### config.mk
export PLATFORM = sky130hd
export DESIGN_NAME = bram_snap_writer
export DESIGN_NICKNAME = d
export VERILOG_FILES = /design/src/rtl/bram_snap_pkg.sv /design/src/rtl/bram_snap_writer.sv
export SDC_FILE = /design/constraint.sdc
export NUM_CORES = 1
export LEC_CHECK = 0
export CORE_MARGIN = 2
export CORE_UTILIZATION = 47
export CTS_BUF_LIST = sky130_fd_sc_hd__clkbuf_16
export DETAILED_ROUTE_END_ITERATION = 10
export MAX_ROUTING_LAYER = met4
export PLACE_DENSITY_LB_ADDON = 0.12
export SLEW_MARGIN = 40
export SYNTH_ARGS = -nofsm -noshare
export SYNTH_HDL_FRONTEND = slang
export SYNTH_SLANG_ARGS = --single-unit
### constraint.sdc
create_clock -name clk -period 3.17 [get_ports clk]
set_clock_uncertainty 0.15 [all_clocks]
set_input_delay 0.317 -clock clk [delete_from_list [all_inputs] [get_ports clk]]
set_output_delay 0.317 -clock clk [all_outputs]
set_load 0.05 [all_outputs]
### src/rtl/bram_snap_pkg.sv
// Shared types and default sizes for the BRAM snapshot writer.
package bram_snap_pkg;

    localparam int unsigned DEPTH_W_DEF = 10;
    localparam int unsigned DATA_W_DEF  = 32;

    typedef enum logic [1:0] {
        ST_IDLE    = 2'd0,
        ST_ARMED   = 2'd1,
        ST_CAPTURE = 2'd2,
        ST_DONE    = 2'd3
    } state_t;

endpackage

### src/rtl/bram_snap_writer.sv
// Captures a burst of streaming samples after a trigger into BRAM port A,
// one word per accepted sample, addresses 0..length, stopping at the last word.
module bram_snap_writer
    import bram_snap_pkg::*;
#(
    parameter int unsigned DEPTH_W = DEPTH_W_DEF,
    parameter int unsigned DATA_W  = DATA_W_DEF
) (
    input  logic               clk,
    input  logic               rst_n,
    input  logic               arm,
    input  logic               trig,
    input  logic               din_valid,
    input  logic [DATA_W-1:0]  din,
    input  logic [DEPTH_W-1:0] length,
    output logic               bram_en_a,
    output logic               bram_we,
    output logic [DEPTH_W-1:0] bram_addr,
    output logic [DATA_W-1:0]  bram_wr_data,
    output logic               busy,
    output logic               done,
    output logic [DEPTH_W:0]   words_written
);

    localparam int unsigned CNT_W = DEPTH_W + 1;

    state_t             r_state;
    logic [DEPTH_W-1:0] r_cnt;
    logic [DEPTH_W-1:0] r_len;

    state_t w_next_state;
    logic   w_accept;
    logic   w_last;
    logic   w_arm_start;

    assign w_accept    = ((r_state == ST_ARMED) && trig && din_valid)
                      || ((r_state == ST_CAPTURE) && din_valid);
    assign w_last      = w_accept && (r_cnt == r_len);
    assign w_arm_start = arm && ((r_state == ST_IDLE) || (r_state == ST_DONE));

    // Next-state selection; arm is only honoured from IDLE/DONE (and re-latch in ARMED).
    always_comb begin
        w_next_state = r_state;
        case (r_state)
            ST_IDLE, ST_DONE: begin
                if (arm) w_next_state = ST_ARMED;
            end
            ST_ARMED: begin
                if (w_accept) w_next_state = w_last ? ST_DONE : ST_CAPTURE;
            end
            ST_CAPTURE: begin
                if (w_last) w_next_state = ST_DONE;
            end
            default: w_next_state = ST_IDLE;
        endcase
    end

    // State, counters and registered BRAM port-A drive.
    always_ff @(posedge clk or negedge rst_n) begin
        if (!rst_n) begin
            r_state       <= ST_IDLE;
            r_cnt         <= '0;
            r_len         <= '0;
            bram_en_a     <= 1'b0;
            bram_we       <= 1'b0;
            bram_addr     <= '0;
            bram_wr_data  <= '0;
            busy          <= 1'b0;
            done          <= 1'b0;
            words_written <= '0;
        end else begin
            r_state   <= w_next_state;
            busy      <= (w_next_state == ST_ARMED) || (w_next_state == ST_CAPTURE);
            done      <= (w_next_state == ST_DONE);
            bram_we   <= w_accept;
            bram_en_a <= w_accept;

            if (w_accept) begin
                bram_addr     <= r_cnt;
                bram_wr_data  <= din;
                words_written <= words_written + CNT_W'(1);
                // Hold the counter on the final word so a full-depth capture never wraps.
                if (!w_last) r_cnt <= r_cnt + DEPTH_W'(1);
            end

            if (w_arm_start) begin
                r_len         <= length;
                r_cnt         <= '0;
                words_written <= '0;
            end else if (arm && (r_state == ST_ARMED) && !w_accept) begin
                r_len <= length;
            end
        end
    end

endmodule

* Word-level counts from Yosys, hierarchy flattened
Cells that the tools add are included.
** Word-level totals
- Register bits :: 78
- Word-level logic and storage cells :: 47
** Operators by class
- Add/sub/neg operators :: 2
- Equal/unequal tests :: 8
- Muxes and demuxes :: 12
- Reduce and logical (&&, ||, !) cells :: 16
** Operator list (count)
- $mux 10 :: 5
- $mux 11 :: 2
- $add 11x1->11 const B :: 1
- $add 10x1->10 const B :: 1
- $eq 10x10->1 :: 1
- $eq 2x2->1 const B :: 4
- $logic_and 1x1->1 :: 7
- $mux 2 :: 3
- $pmux 2 s3 :: 1
- $eq 2x1->1 const B :: 2
- $reduce_bool 2->1 :: 2
- $logic_or 1x1->1 :: 3
- $logic_not 2->1 :: 1
- $ne 2x1->1 const B :: 1
- $reduce_and 2->1 :: 1
- $reduce_or 2->1 :: 1
- $logic_not 1->1 :: 1
- $mux 1 :: 1

* Depth between registers and ports, before layout
- Word-level depth :: 10
- Gate-level depth with buffers :: 9

* Least setup slack after synthesis
OpenSTA, ideal clock, no wires.
- Kind :: register -> register
- From :: register r_state[0]
- To :: register busy
- Data arrival time :: 1.778 ns
- Data required time :: 2.894 ns
- Path slack :: 1.116 ns
- Stages on the path, launching flop included :: 10
- Path buffers :: 1
- Cells stage by stage :: dfrtp_1 > inv_1 > ha_1 > a21o_1 > nand2_1 > clkbuf_1 > o21a_1 > nor3_1 > a211oi_1 > ha_1
** On the way
- Longest elaborated chain between the ends :: 10
- Elaborated cells on any way between the ends :: 18
- Classes of those cells :: 5 x eq/ne; 5 x mux; 8 x reduce/logical
** Ends and longest elaborated chain
- start: declaration :: RTL line bram_snap_writer.sv:27 : state_t r_state;
- start signal: assignment :: RTL line bram_snap_writer.sv:72 : r_state <= w_next_state;
- $eq 2x1->1 :: RTL line bram_snap_writer.sv:36, bram_snap_writer.sv:44
- $logic_and 1x1->1 (2 in a row) :: RTL line bram_snap_writer.sv:36 : assign w_accept = ((r_state == ST_ARMED) && trig && din_valid)
- $logic_or 1x1->1 :: RTL line bram_snap_writer.sv:37 : || ((r_state == ST_CAPTURE) && din_valid);
- $logic_and 1x1->1 :: RTL line bram_snap_writer.sv:38 : assign w_last = w_accept && (r_cnt == r_len);
- $mux 1 :: RTL line bram_snap_writer.sv:49 : if (w_accept) w_next_state = w_last ? ST_DONE : ST_CAPTURE;
- $mux 2 :: RTL line bram_snap_writer.sv:49
- $pmux 2 s3 (*) :: RTL line bram_snap_writer.sv:44 : case (r_state)
- $eq 2x1->1 / $eq 2x2->1 (equally long branches) :: RTL line bram_snap_writer.sv:73 : busy <= (w_next_state == ST_ARMED) || (w_next_state == ST_CAPTURE);
- $logic_or 1x1->1 (*) :: RTL line bram_snap_writer.sv:73
- end signal: assignment :: RTL line bram_snap_writer.sv:73
- end: declaration :: RTL line bram_snap_writer.sv:20 : output logic busy,
Mark *: on every way between the ends. The rest lies on a longest branch, timed or not.
A chain may end at the register's enable or synchronous reset.

* Worst setup path after layout
- From :: register r_state[0]
- To :: register busy
** On the way
- Elaborated cells on any way between the ends :: 18
- Classes of those cells :: 5 x eq/ne; 5 x mux; 8 x reduce/logical
** RTL lines
- $eq 2x1->1 :: RTL line bram_snap_writer.sv:36, bram_snap_writer.sv:44
- $logic_and 1x1->1 (2 in a row) :: RTL line bram_snap_writer.sv:36
- $logic_or 1x1->1 :: RTL line bram_snap_writer.sv:37
- $logic_and 1x1->1 :: RTL line bram_snap_writer.sv:38
- $mux 2 :: RTL line bram_snap_writer.sv:52 : if (w_last) w_next_state = ST_DONE;
- $pmux 2 s3 (*) :: RTL line bram_snap_writer.sv:44
- via w_next_state[1] :: RTL line bram_snap_writer.sv:31 : state_t w_next_state;
- $eq 2x1->1 / $eq 2x2->1 (equally long branches) :: RTL line bram_snap_writer.sv:73
- $logic_or 1x1->1 (*) :: RTL line bram_snap_writer.sv:73
Mark *: on every way through the listed nets, which the timed path passes. The rest lies on a longest branch.

==> results.md <==
* Vias in the first global route at 2672
* Net count, final at 505
* Crit path launch type: flop
* Clock latency on the worst-skew pair at 0.33 ns
* WP data required at 3.23 ns
* Yosys reg bits at a little under 80
* Gpl congestion at ~0.87
* Congestion Overflow GR at 0
* Crit path arrival time at 2.33 ns
* Syn-to-layout area delta at 41.6%
* Post-synth cell types at 39
* Worst-path clk slew at 0.05 ns
* Crit-path leading delay family: buffers and inverters
* Die ar. at 7880 um^2
* Synth async-reset ratio at 100%
* # H-tree levels at 3
* Hold violation total from the final report at 0
* Global-route wire length before repair at 12300 um
* Port bufs at 103
* DRT iter0 DRCs at 166
* Commonest non-fill, non-tap cell in the layout: nand2_1
* Hold crit path type: flop to flop
* Detailed Routing Iterations Pass 1 at 4
* Largest net degree at the start of global routing at 79
* Maximum vdd drop at 511 uV
* Hold_sp: bram_addr[1]$_DFFE_PN0P_
* Final core utilization at 69.6%
* Setup TNS at 0 ns
* CP most frequent cell: ha_1
* Drt total wl at 7610 um
* Seq/Total Area, Yosys at 57.8%
* TritonCTS clock tree: done
* Synth warn at 0
* Clock buffer count from CTS at 9
* Remaining routing DRC violations at 0
* Post-Syn Nets at about 400
* Rows at 30
* CTS Buffer Depth at 2
* Post-Syn Area at 3380 um^2
* Root buf cell: clkbuf_16
* Maxcap violations at 0
* Starting Density at 49.2%
* CP Class: flop to flop
* Most frequent cells in the layout: 137 x nand2_1, 102 x clkdlybuf4s50_1, 78 x dfrtp_1
* RR Startpoint: r_state[0]$_DFF_PN0_
* Max-slew violation count at 0
* Tot GR Track Use at about a fifth
* Fin crit share at 71.5%
* Post-synth EDFFs at 0
* FMAX at 441 MHz
* CP endpoint kind: flop
* Most used DFF post-synth: dfrtp_1
* Crit path launch: r_state[0]$_DFF_PN0_
* Core area at 6870 um^2
* Buffers and inverters on the worst path at 3
* RSZ-0062 raised after global routing: no
* Placed insts at ~540
* Post_cts resized at 0
* Cells after Synth at about 350
* DP HPWL at ~5300 um
* Worst-Margin Slew at around 0.74 ns
* P per Cell Area at 988 nW/um^2
* Non-Filler Instances at 552
* Pleak at approximately 2.2 nW
* Number of vias per cell at 4.89
* Rel. slew slack at 51.0%
* Clock sinks at 78
* Share of layout cells above drive strength 1 at 7.02%
* Worst-path fanout max at 19
* Total power at around 4.7 mW
* Via count at between 2000 and 3000
* Post-DRT Antenna Nets at 0
* Die Ht at 88.8 um
* Fin crit period at between 2 and 2.5 ns
* Final setup violation count at 0
* Crit-path max cell delay at 0.41 ns
* Initial antenna violation count at 0
* Number of diodes at 0
* Run status: finished clean
* Worst path slowest cell: dfrtp_1
* Avg WL per Cell at 13.8 um
* Syn avg cell area at between 9 and 10 um^2
* Worst path cell trace: inv_1 > ha_1 > a21o_1 > nand2_1 > inv_2 > buf_4 > nor2_1 > o21ai_0 > o311a_1 > ha_1
* I/O pin count at 104
* Die Wd at around 89 um
Yosys cell counts, drive strengths merged, types with 2 or more instances:
| library cell | number | area, um^2 |
|---|---|---|
| xnor2 | 13 | 121 |
| a21o | 2 | 15.0 |
| nand4 | 6 | 43.8 |
| nor3 | 3 | 15.0 |
| and3 | 2 | 12.5 |
| nand2 | 137 | 514 |
| or3 | 8 | 50.1 |
| inv | 4 | 15.0 |
| mux2 | 10 | 113 |
| ha | 6 | 75.1 |
| a21oi | 10 | 50.1 |
| buf | 5 | 35.0 |
| xor2 | 6 | 52.6 |
| o21ai | 10 | 50.0 |
| and2 | 2 | 12.5 |
| o31ai | 3 | 27.5 |
| clkbuf | 11 | 41.3 |
| dfrtp | 78 | 1950 |
| nand3 | 10 | 50.1 |
| a211oi | 2 | 15.0 |
| nor2 | 11 | 41.3 |
flip-flops by register name (all words and copies together), names as in the netlist:
| name | flops |
|---|---|
| bram_we | 1 |
| r_state | 2 |
| bram_addr | 10 |
| words_written | 11 |
| bram_wr_data | 32 |
| r_len | 10 |
| busy | 1 |
| done | 1 |
| r_cnt | 10 |
routing by layer:
metal  vias to the layer above  track usage, %  wire length, um
li1                       1354               -                -
met1                      1256            26.2             3300
met2                        80            33.4             3710
met3                        11            4.10              470
met4                         0            9.37              139
met5                         -               -                0
per-stage QoR:
step | hold slack (ns) | setup slack, ns | instance area (um^2)
final | 0.320 | 0.903 | 4780
after global routing | 0.343 | 0.689 | 4780
after CTS | 0.325 | 0.914 | 4770
after detailed placement | 0.246 | 0.847 | 4480
after global placement | 0.307 | 0.884 | 4480
after floorplan | -0.129 | 1.12 | 3380
power breakdown:
group	switching, mW	internal, mW
registers	0.199	1.32
logic	1.46	0.780
clock network	0.375	0.596
total	2.03	2.69
final timing paths:
check | to | slack [ns] | cells past startpoint
max | busy$_DFF_PN0_ | 0.90 | 10
min | bram_addr[1]$_DFFE_PN0P_ | 0.32 | 2
max reg2reg | busy$_DFF_PN0_ | 0.90 | 10
min reg2reg | bram_addr[1]$_DFFE_PN0P_ | 0.32 | 2
max in group asynchronous | bram_wr_data[0]$_DFFE_PN0P_ | 1.96 | 2
min in group asynchronous | words_written[6]$_DFFE_PN0P_ | 0.44 | 2
area by class of cell:
cell class | count | area, um^2
Clock buffer | 9 | 225
Clock inverter | 6 | 55.1
Fill cell | 537 | 2090
Inverter | 4 | 15.0
Multi-Input combinational cell | 251 | 1340
Sequential cell | 78 | 1950
Tap cell | 96 | 120
Timing Repair Buffer | 108 | 1070
cells by family after synthesis:
group	share of synthesized area [%]
AOI/OAI and AO/OA	5.67
xor gates and xnor gates	5.15
adders and majority gates	2.22
buffers and inverters	2.70
DFF	57.8
muxes	3.33
and+or+nand+nor	23.1
worst min-delay path, delay by kind of cell, from the launching register on:
family | cells | cell delay (ns)
flip-flops | 1 | 0.33
AND/OR/NAND/NOR | 2 | 0.10
what timing repair did:
action | 4_1_cts | 5_1_grt
endpoints found under the hold margin | 78 | 0
endpoints found under the setup margin | 0 | 0
hold buffers | 1 | 0
buffers inserted | 0 | 0
No activity file was read; power rests on OpenSTA's default activity.
